$ cat src/rtl/ins_pkg.sv
// Shared definitions for the host instruction dispatcher: instruction field layout
// and opcode encoding.
package ins_pkg;

    localparam int INS_W  = 64;
    localparam int OP_HI  = 63;
    localparam int OP_LO  = 60;
    localparam int IDX_HI = 59;
    localparam int IDX_LO = 56;

    typedef enum logic [3:0] {
        OP_CONF = 4'd0,
        OP_LOAD = 4'd1,
        OP_CALC = 4'd2,
        OP_SAVE = 4'd3
    } opcode_e;

    function automatic opcode_e ins_opcode(input logic [INS_W-1:0] ins);
        return opcode_e'(ins[OP_HI:OP_LO]);
    endfunction

    function automatic logic [3:0] ins_buf_idx(input logic [INS_W-1:0] ins);
        return ins[IDX_HI:IDX_LO];
    endfunction

endpackage

$ cat src/rtl/ins_fifo.sv
// Synchronous FIFO with wrap-bit pointers; head is the combinational read of the
// oldest entry. Push on full and pop on empty are ignored.
module ins_fifo #(
    parameter int WIDTH = 64,
    parameter int DEPTH = 4
) (
    input  logic             clk,
    input  logic             rst_n,
    input  logic             push,
    input  logic [WIDTH-1:0] din,
    input  logic             pop,
    output logic             full,
    output logic             empty,
    output logic [WIDTH-1:0] head
);

    localparam int AW = $clog2(DEPTH);

    logic [AW:0]      wr_ptr;
    logic [AW:0]      rd_ptr;
    logic [WIDTH-1:0] mem [DEPTH];
    logic             do_push;
    logic             do_pop;

    assign empty   = (wr_ptr == rd_ptr);
    assign full    = (wr_ptr[AW-1:0] == rd_ptr[AW-1:0]) && (wr_ptr[AW] != rd_ptr[AW]);
    assign do_push = push && !full;
    assign do_pop  = pop && !empty;
    assign head    = mem[rd_ptr[AW-1:0]];

    always_ff @(posedge clk or negedge rst_n) begin
        if (!rst_n) begin
            wr_ptr <= '0;
            rd_ptr <= '0;
        end else begin
            if (do_push) wr_ptr <= wr_ptr + 1'b1;
            if (do_pop)  rd_ptr <= rd_ptr + 1'b1;
        end
    end

    // NOTE: storage is deliberately not reset; an entry is only read after it was
    // written, and the consumer masks head while the FIFO is empty.
    always_ff @(posedge clk) begin
        if (do_push) mem[wr_ptr[AW-1:0]] <= din;
    end

endmodule

$ cat src/rtl/ins_dispatcher.sv
// Receives host instructions into a FIFO and issues them strictly in order to the
// CONF/LOAD/CALC/SAVE channels, holding hazards with a per-buffer busy scoreboard.
module ins_dispatcher
    import ins_pkg::*;
#(
    parameter int INS_W      = ins_pkg::INS_W,
    parameter int FIFO_DEPTH = 4,
    parameter int BUF_NUM    = 2,
    parameter int IDX_W      = (BUF_NUM > 1) ? $clog2(BUF_NUM) : 1
) (
    input  logic             core_clk,
    input  logic             rst_n,
    input  logic             ins_valid,
    output logic             ins_ready,
    input  logic [INS_W-1:0] ins,
    output logic             conf_valid,
    input  logic             conf_ready,
    output logic             load_valid,
    input  logic             load_ready,
    output logic             calc_valid,
    input  logic             calc_ready,
    output logic             save_valid,
    input  logic             save_ready,
    output logic [INS_W-1:0] issue_ins,
    input  logic             load_done,
    input  logic [IDX_W-1:0] load_done_idx,
    input  logic             calc_done,
    input  logic [IDX_W-1:0] calc_done_idx,
    input  logic             save_done,
    input  logic [IDX_W-1:0] save_done_idx,
    output logic             working,
    output logic             err_illegal,
    output logic             err_done
);

    logic               fifo_full;
    logic               fifo_empty;
    logic [INS_W-1:0]   head;
    logic               pop;
    logic               illegal;
    opcode_e            op;
    logic [3:0]         buf_idx;
    logic [IDX_W-1:0]   sel;
    logic               idx_ok;
    logic               buf_free;
    logic [BUF_NUM-1:0] busy;
    logic [BUF_NUM-1:0] busy_set;
    logic [BUF_NUM-1:0] busy_clr;
    logic               done_err;

    ins_fifo #(
        .WIDTH (INS_W),
        .DEPTH (FIFO_DEPTH)
    ) u_fifo (
        .clk   (core_clk),
        .rst_n (rst_n),
        .push  (ins_valid),
        .din   (ins),
        .pop   (pop),
        .full  (fifo_full),
        .empty (fifo_empty),
        .head  (head)
    );

    assign ins_ready = !fifo_full;
    assign issue_ins = fifo_empty ? '0 : head;
    assign working   = !fifo_empty || (|busy);

    assign op       = ins_opcode(head);
    assign buf_idx  = ins_buf_idx(head);
    assign sel      = buf_idx[IDX_W-1:0];
    assign idx_ok   = int'(buf_idx) < BUF_NUM;
    assign buf_free = idx_ok && !busy[sel];

    // NOTE: every variable driven here gets a default first, so no path can leave
    // one unassigned and infer a latch.
    always_comb begin
        conf_valid = 1'b0;
        load_valid = 1'b0;
        calc_valid = 1'b0;
        save_valid = 1'b0;
        illegal    = 1'b0;
        if (!fifo_empty) begin
            unique case (op)
                OP_CONF: conf_valid = ~|busy;
                OP_LOAD: begin load_valid = buf_free; illegal = !idx_ok; end
                OP_CALC: begin calc_valid = buf_free; illegal = !idx_ok; end
                OP_SAVE: begin save_valid = buf_free; illegal = !idx_ok; end
                default: illegal = 1'b1;
            endcase
        end
    end

    assign pop = (conf_valid && conf_ready) || (load_valid && load_ready) ||
                 (calc_valid && calc_ready) || (save_valid && save_ready) || illegal;

    always_comb begin
        busy_set = '0;
        if ((load_valid && load_ready) || (calc_valid && calc_ready) ||
            (save_valid && save_ready))
            busy_set[sel] = 1'b1;
    end

    // Each pulse is judged against registered busy, so several pulses on one busy
    // index all clear it and none of them count as spurious.
    always_comb begin
        busy_clr = '0;
        done_err = 1'b0;
        if (load_done) begin
            if (int'(load_done_idx) < BUF_NUM && busy[load_done_idx]) busy_clr[load_done_idx] = 1'b1;
            else done_err = 1'b1;
        end
        if (calc_done) begin
            if (int'(calc_done_idx) < BUF_NUM && busy[calc_done_idx]) busy_clr[calc_done_idx] = 1'b1;
            else done_err = 1'b1;
        end
        if (save_done) begin
            if (int'(save_done_idx) < BUF_NUM && busy[save_done_idx]) busy_clr[save_done_idx] = 1'b1;
            else done_err = 1'b1;
        end
    end

    // NOTE: sequential state uses non-blocking assignments only, so every register
    // samples pre-edge values regardless of process ordering.
    always_ff @(posedge core_clk or negedge rst_n) begin
        if (!rst_n) begin
            busy        <= '0;
            err_illegal <= 1'b0;
            err_done    <= 1'b0;
        end else begin
            busy        <= (busy & ~busy_clr) | busy_set;
            err_illegal <= err_illegal | illegal;
            err_done    <= err_done | done_err;
        end
    end

endmodule
$ cat config.mk
export PLATFORM = sky130hd
export DESIGN_NAME = ins_dispatcher
export DESIGN_NICKNAME = d
export VERILOG_FILES = /design/src/rtl/ins_pkg.sv /design/src/rtl/ins_fifo.sv /design/src/rtl/ins_dispatcher.sv
export SDC_FILE = /design/constraint.sdc
export NUM_CORES = 1
export LEC_CHECK = 0
export ABC_AREA = 1
export CAP_MARGIN = 10
export CORE_ASPECT_RATIO = 0.8
export CORE_MARGIN = 5
export CORE_UTILIZATION = 45
export CTS_BUF_LIST = sky130_fd_sc_hd__clkbuf_8
export DETAILED_ROUTE_END_ITERATION = 10
export DONT_BUFFER_PORTS = 1
export GPL_TIMING_DRIVEN = 0
export PLACE_DENSITY = 0.61
export SLEW_MARGIN = 20
export SYNTH_ARGS = -nofsm -noshare
export SYNTH_HDL_FRONTEND = slang
export SYNTH_SLANG_ARGS = --single-unit
$ cat constraint.sdc
create_clock -name core_clk -period 5.2 [get_ports core_clk]
set_input_delay 1.56 -clock core_clk [delete_from_list [all_inputs] [get_ports core_clk]]
set_output_delay 1.56 -clock core_clk [all_outputs]
set_load 0.05 [all_outputs]
## Yosys cells after proc, flatten, opt, wreduce, memory -nomap -nowiden

Memory sizes are Yosys's and may differ from the RTL's.
Cells that the tools add are included.

| cells by class | value |
|---|---|
| bitwise operators | 7 |
| $add $sub $neg | 2 |
| mux-type cells | 42 |
| equal/unequal tests | 6 |
| order comparisons | 9 |
| reductions and logical operators | 27 |

Operators with widths:

| operator | number |
|---|---|
| 64-bit two-way mux | 1 |
| 1-bit two-way mux | 29 |
| 2-bit two-way mux | 7 |
| 1-bit logical AND | 12 |
| 4-bit by 2-bit == test with 1-bit output (second input constant) | 2 |
| 1-bit by 2-bit less-than comparator with 1-bit output (second input constant) | 4 |
| 1-bit logical OR | 7 |
| 3-bit by 1-bit adder with 3-bit output (second input constant) | 2 |
| 2-bit bitwise OR | 3 |
| 1-bit zero test | 5 |
| 1-bit demux with 1-bit select | 4 |
| 4-bit by 1-bit == test with 1-bit output (second input constant) | 1 |
| 1-bit greater-or-equal comparator (second input constant) | 4 |
| 4-bit zero test | 1 |
| 4-bit by 2-bit less-than comparator with 1-bit output (second input constant) | 1 |
| 3-bit == test | 1 |
| 3-bit OR reduction | 1 |
| 2-bit AND | 1 |
| 2-bit == test | 1 |
| 2-bit NOT | 1 |
| 1-bit bitwise OR | 2 |
| 1-bit case mux with 2 select lines | 1 |
| 2-bit OR reduction | 1 |
| 1-bit inequality test | 1 |

| storage, ports and cells | value |
|---|---|
| memories | 1 |
| bits in registers | 10 |
| word-level logic and storage cells | 99 |
| memory bits (writable) | 256 |
| bits of input ports | 77 |
| output and inout port bits | 72 |

Memories:

| memory | words | bits a word | read ports | clocked after memory_dff | write ports | line | RTL |
|---|---|---|---|---|---|---|---|
| u_fifo.mem | 4 | 64 | 1 | 0 | 1 | ins_fifo.sv:21 | `logic [WIDTH-1:0] mem [DEPTH];` |

## Longest topological paths before layout

| logic depth | value |
|---|---|
| depth in word-level cells | 15 |
| gate-level depth with buffers | 17 |
| depth with buffers taken out | 15 |

## Modules after synthesis

From an unflattened synthesis, not the netlist that was laid out.

| second synthesis, totals | value |
|---|---|
| cell total of the unflattened synthesis | 881 |
| area total of the unflattened synthesis | 10,890.4 µm² |

By module, submodules not included:

| module | seq. area each (µm²) | times used | cells each | area an instance (µm²) |
|---|---|---|---|---|
| ins_fifo | 7,837.5 | 1 | 682 | 9,932.0 |
| ins_dispatcher | 100.1 | 1 | 199 | 958.4 |

## Worst setup path after synthesis

Ideal clock, no wire load.

| path | value |
|---|---|
| path type | input to register |
| start | in ins_valid |
| end | mem u_fifo.mem[3][0], enable pin |
| data required time | 4.711 ns |
| stages | 2 |
| path slack | 0.221 ns |
| library setup time | 0.489 ns |
| arrival time | 4.489 ns |
| path buffers | 0 |
| cells stage by stage | nand2_1 > nor2_1 |

| on the way | value |
|---|---|
| word-level cells in the longest chain between the ends | 3 |

Ends and longest elaborated chain:

| item | line | RTL |
|---|---|---|
| from (decl) | ins_dispatcher.sv:13 | `input logic ins_valid,` |
| 1-bit logical AND | ins_fifo.sv:27 | `assign do_push = push && !full;` |
| 1-bit two-way mux | ins_fifo.sv:44 | `if (do_push) mem[wr_ptr[AW-1:0]] <= din;` |
| 1-bit two-way mux (implied by the code) | ins_fifo.sv:44 |  |
| to (decl) | ins_fifo.sv:21 |  |

No other way between the ends.

## Final worst setup path

| path | value |
|---|---|
| start | reg u_fifo.rd_ptr[0] |
| end | out issue_ins[46] |

| on the way | value |
|---|---|
| word-level cells in the longest chain between the ends | 2 |
| elaborated cells on any way between the ends | 3 |
| classes of those cells | eq/ne: 1; mux: 1; memory: 1 |

Ends and longest elaborated chain:

| item | line | RTL |
|---|---|---|
| from (decl) | ins_fifo.sv:20 | `logic [AW:0] rd_ptr;` |
| from (signal assigned) | ins_fifo.sv:37 | `if (do_pop) rd_ptr <= rd_ptr + 1'b1;` |
| memory read 4 x 64 bit / 3-bit == test (equally long branches) | n/a |  |
| 64-bit two-way mux (*) | ins_dispatcher.sv:66 | `assign issue_ins = fifo_empty ? '0 : head;` |
| to (decl) | ins_dispatcher.sv:24 | `output logic [INS_W-1:0] issue_ins,` |

Mark *: on every way between the ends. The rest lies on a longest branch, timed or not.

==> metrics.md <==
| Metric | Value |
|---|---|
| Outcome | complete, no violations |
| Worst Setup End Kind | primary output |
| Hold WS | 0.497 ns |
| Req. time, crit path | 3.64 ns |
| Starting density of the core | 0.459 |
| Clk slew on worst S/H paths | 0.06 ns |
| Antenna cells | 0 |
| Nets | 1020 |
| Worst EP arrival | 3.16 ns |
| Setup crit start kind | flop |
| CTS Hold Bufs | 0 |
| Most common cell after layout, fill and taps aside | edfxtp_1 |
| Clock buffer depth | 3 |
| Unique masters post-synth | 27 |
| Commonest non-fill, non-tap cells in the layout | edfxtp_1, nand2_1, nor2_1 |
| Fillers | 2049 |
| Die height | 148 µm |
| Hold Crit Start | u_fifo.wr_ptr[2]$_DFFE_PN0P_ |
| Fin. max-slew vios | 0 |
| Post-synthesis cell count | 881 |
| Routed wire length | approximately 26000 µm |
| Die Area | 27100 µm² |
| RSZ-0062 raised after global routing | no |
| Rel. slew slack | 0.428 |
| Core Area | 23500 µm² |
| Average wire per standard cell | 20.3 µm |
| TritonCTS Buffers | 42 |
| Critical-path top delay cell | clkbuf_1 |
| Area occupied by multi-input gates | between 2000 and 2500 µm² |
| Clk Latency, worst-skew pair | 0.55 ns |
| First-pass GRT wire length | 39600 µm |
| Cells along the critical path | buf_6 -> inv_4 -> buf_6 -> clkbuf_1 -> clkbuf_1 -> o21ai_0 -> o22ai_1 -> nand2_1 -> inv_1 |
| Hold WC Path Type | flop to flop |
| Layout cell share with drive strength beyond 1 | 0.109 |
| Post-CTS setup buffers | 0 |
| Post-synthesis cell area | 10800 µm² |
| CP max stage delay | about 0.52 ns |
| Total area of sequential cells | 7940 µm² |
| Slew at the pin with the worst max-slew slack | 0.853 ns |
| Root Driver | clkbuf_8 |
| Number of I/O pins | 149 |
| Synthesized Nets | about 960 |
| Family with the most delay on the worst path | buffers and inverters |
| Final hold viol count | 0 |
| Initial antenna violation count | 0 |
| Yosys reg bits | 266 |
| CP Buf/Inv Count | 6 |
| Final std cells w/o fill | 1282 |
| Worst Path Max Fanout | 10 |
| Vias/cell | 5.26 |
| Crit. Startpoint | u_fifo.rd_ptr[0]$_DFFE_PN0P_ |
| Num rows | 50 |
| Max Cap Viol | 0 |
| GRT Overall Usage | 0.190 |
| Synth warn | 0 |
| Worst Skew | between 0.015 and 0.02 ns |
| IO buf count | 0 |
| Die Wd | 183 µm |
| Crit path kind | flop to primary output |
| Syn Area/Cell | between 10 and 15 µm² |
| Inst Count DP | between 1k and 1.5k |
| Worst r2r src | u_fifo.wr_ptr[1]$_DFFE_PN0P_ |
| HPWL after DPL | around 17000 µm |
| Largest net degree at the start of global routing | 23 |
| CTS tree | built |
| TNS Setup | 0 ns |
| Final Cycle Share | 0.908 |
| DR pass1 iterations | 5 |
| Vias in the first global route | 6970 |
| Sink Count | roughly 270 |
| Detailed Route Iter0 Violations | 398 |
| Final setup vio count | 0 |
| Via count | 6744 |
| Minimum clock period | about 4.7 ns |
| Seq/Total Area, Yosys | 0.737 |
| Cts repair resizes | 0 |
| ANT nets after route | 0 |
| Grt ovf | 0 |
| H-Tree Depth | 2 |
| Placer Congestion | 0.758 |
| # DRC | 0 |
| Max Clock Freq | around 0.21 GHz |
| P&R area growth vs syn | 14.1% |
## state kept, by name, indices dropped and copies added, names as in the netlist
signal and flops:
u_fifo.mem 256, u_fifo.rd_ptr 3, u_fifo.wr_ptr 3, busy 2, err_done 1, err_illegal 1
## synthesized netlist by cell type
library cell  number  area [µm²]
buf_4              1        7.51
a21oi_1            1        5.00
inv_1             84         315
nor2_1           121         454
nor4_1             1        6.26
buf_2             13        65.1
nand3_2            3        30.0
nand3_1           27         135
xor2_1             3        26.3
nor2_4             3        33.8
o221ai_1           1        8.76
dfrtp_1           10         250
a221o_1            1        10.0
buf_1              1        3.75
clkbuf_1          31         116
buf_6              4        45.0
inv_2              2        7.51
edfxtp_1         256        7690
nand2_1          131         492
o21ai_0          112         561
inv_4              1        6.26
xnor2_2            1        16.3
o22ai_1           58         363
nand4_1            3        18.8
ha_1               5        62.6
nand2_2            3        18.8
nor3_1             4        20.0
## cell families after synthesis
| family | count (synthesis) | share of synthesized area |
|---|---|---|
| AO/OA/AOI/OAI | 173 | 0.0880 |
| flip-flops | 266 | 0.737 |
| XOR/XNOR | 4 | 0.00395 |
| buffers and inverters | 137 | 0.0526 |
| AND/OR/NAND/NOR | 296 | 0.112 |
| adder cells (fa/ha/maj) | 5 | 0.00581 |
## routing by layer
metal	vias up	share of wire	track usage	routed length, µm
met1	3259	0.44	0.255	11400
met5	-	0	0	0
li1	3204	-	-	-
met2	231	0.46	0.298	11900
met4	0	0.024	0.0585	621
met3	50	0.082	0.0599	2130
## per-stage QoR
| stage | cell area [µm²] | setup WS, ns | util |
|---|---|---|---|
| 2_1_floorplan | 10800 | 0.221 | - |
| 3_3_place_gp | 11200 | -2.30 | 0.476 |
| 3_5_place_dp | 11500 | 1.04 | 0.491 |
| 4_1_cts | 12300 | 0.427 | 0.524 |
| 5_1_grt | 12300 | 0.257 | 0.524 |
| 6_report | 12300 | 0.478 | 0.524 |
## area by class of cell
type | instances | area share
clock inverters | 31 | 0.0131
clock buffers | 45 | 0.0504
multi-input cells | 478 | 0.188
inverters | 87 | 0.0268
well taps | 312 | 0.0318
flip-flops and latches | 266 | 0.646
plain buffers | 50 | 0.0193
repair buffers | 13 | 0.0244
## path summary, 6_finish.rpt
check,to,cells after the start,slack (ns)
max in group asynchronous,u_fifo.wr_ptr[0]$_DFFE_PN0P_,0,4.42
min in group asynchronous,u_fifo.rd_ptr[1]$_DFFE_PN0P_,0,0.70
worst min register to register,u_fifo.wr_ptr[2]$_DFFE_PN0P_,1,0.50
worst max-delay path,issue_ins[46],9,0.48
worst min-delay path,u_fifo.wr_ptr[2]$_DFFE_PN0P_,1,0.50
worst max register to register,u_fifo.mem[3][39]$_DFFE_PP_,8,2.12
Power is not shown: default switching activity piles up to over one toggle a cycle in this logic, so the estimate is an artifact.
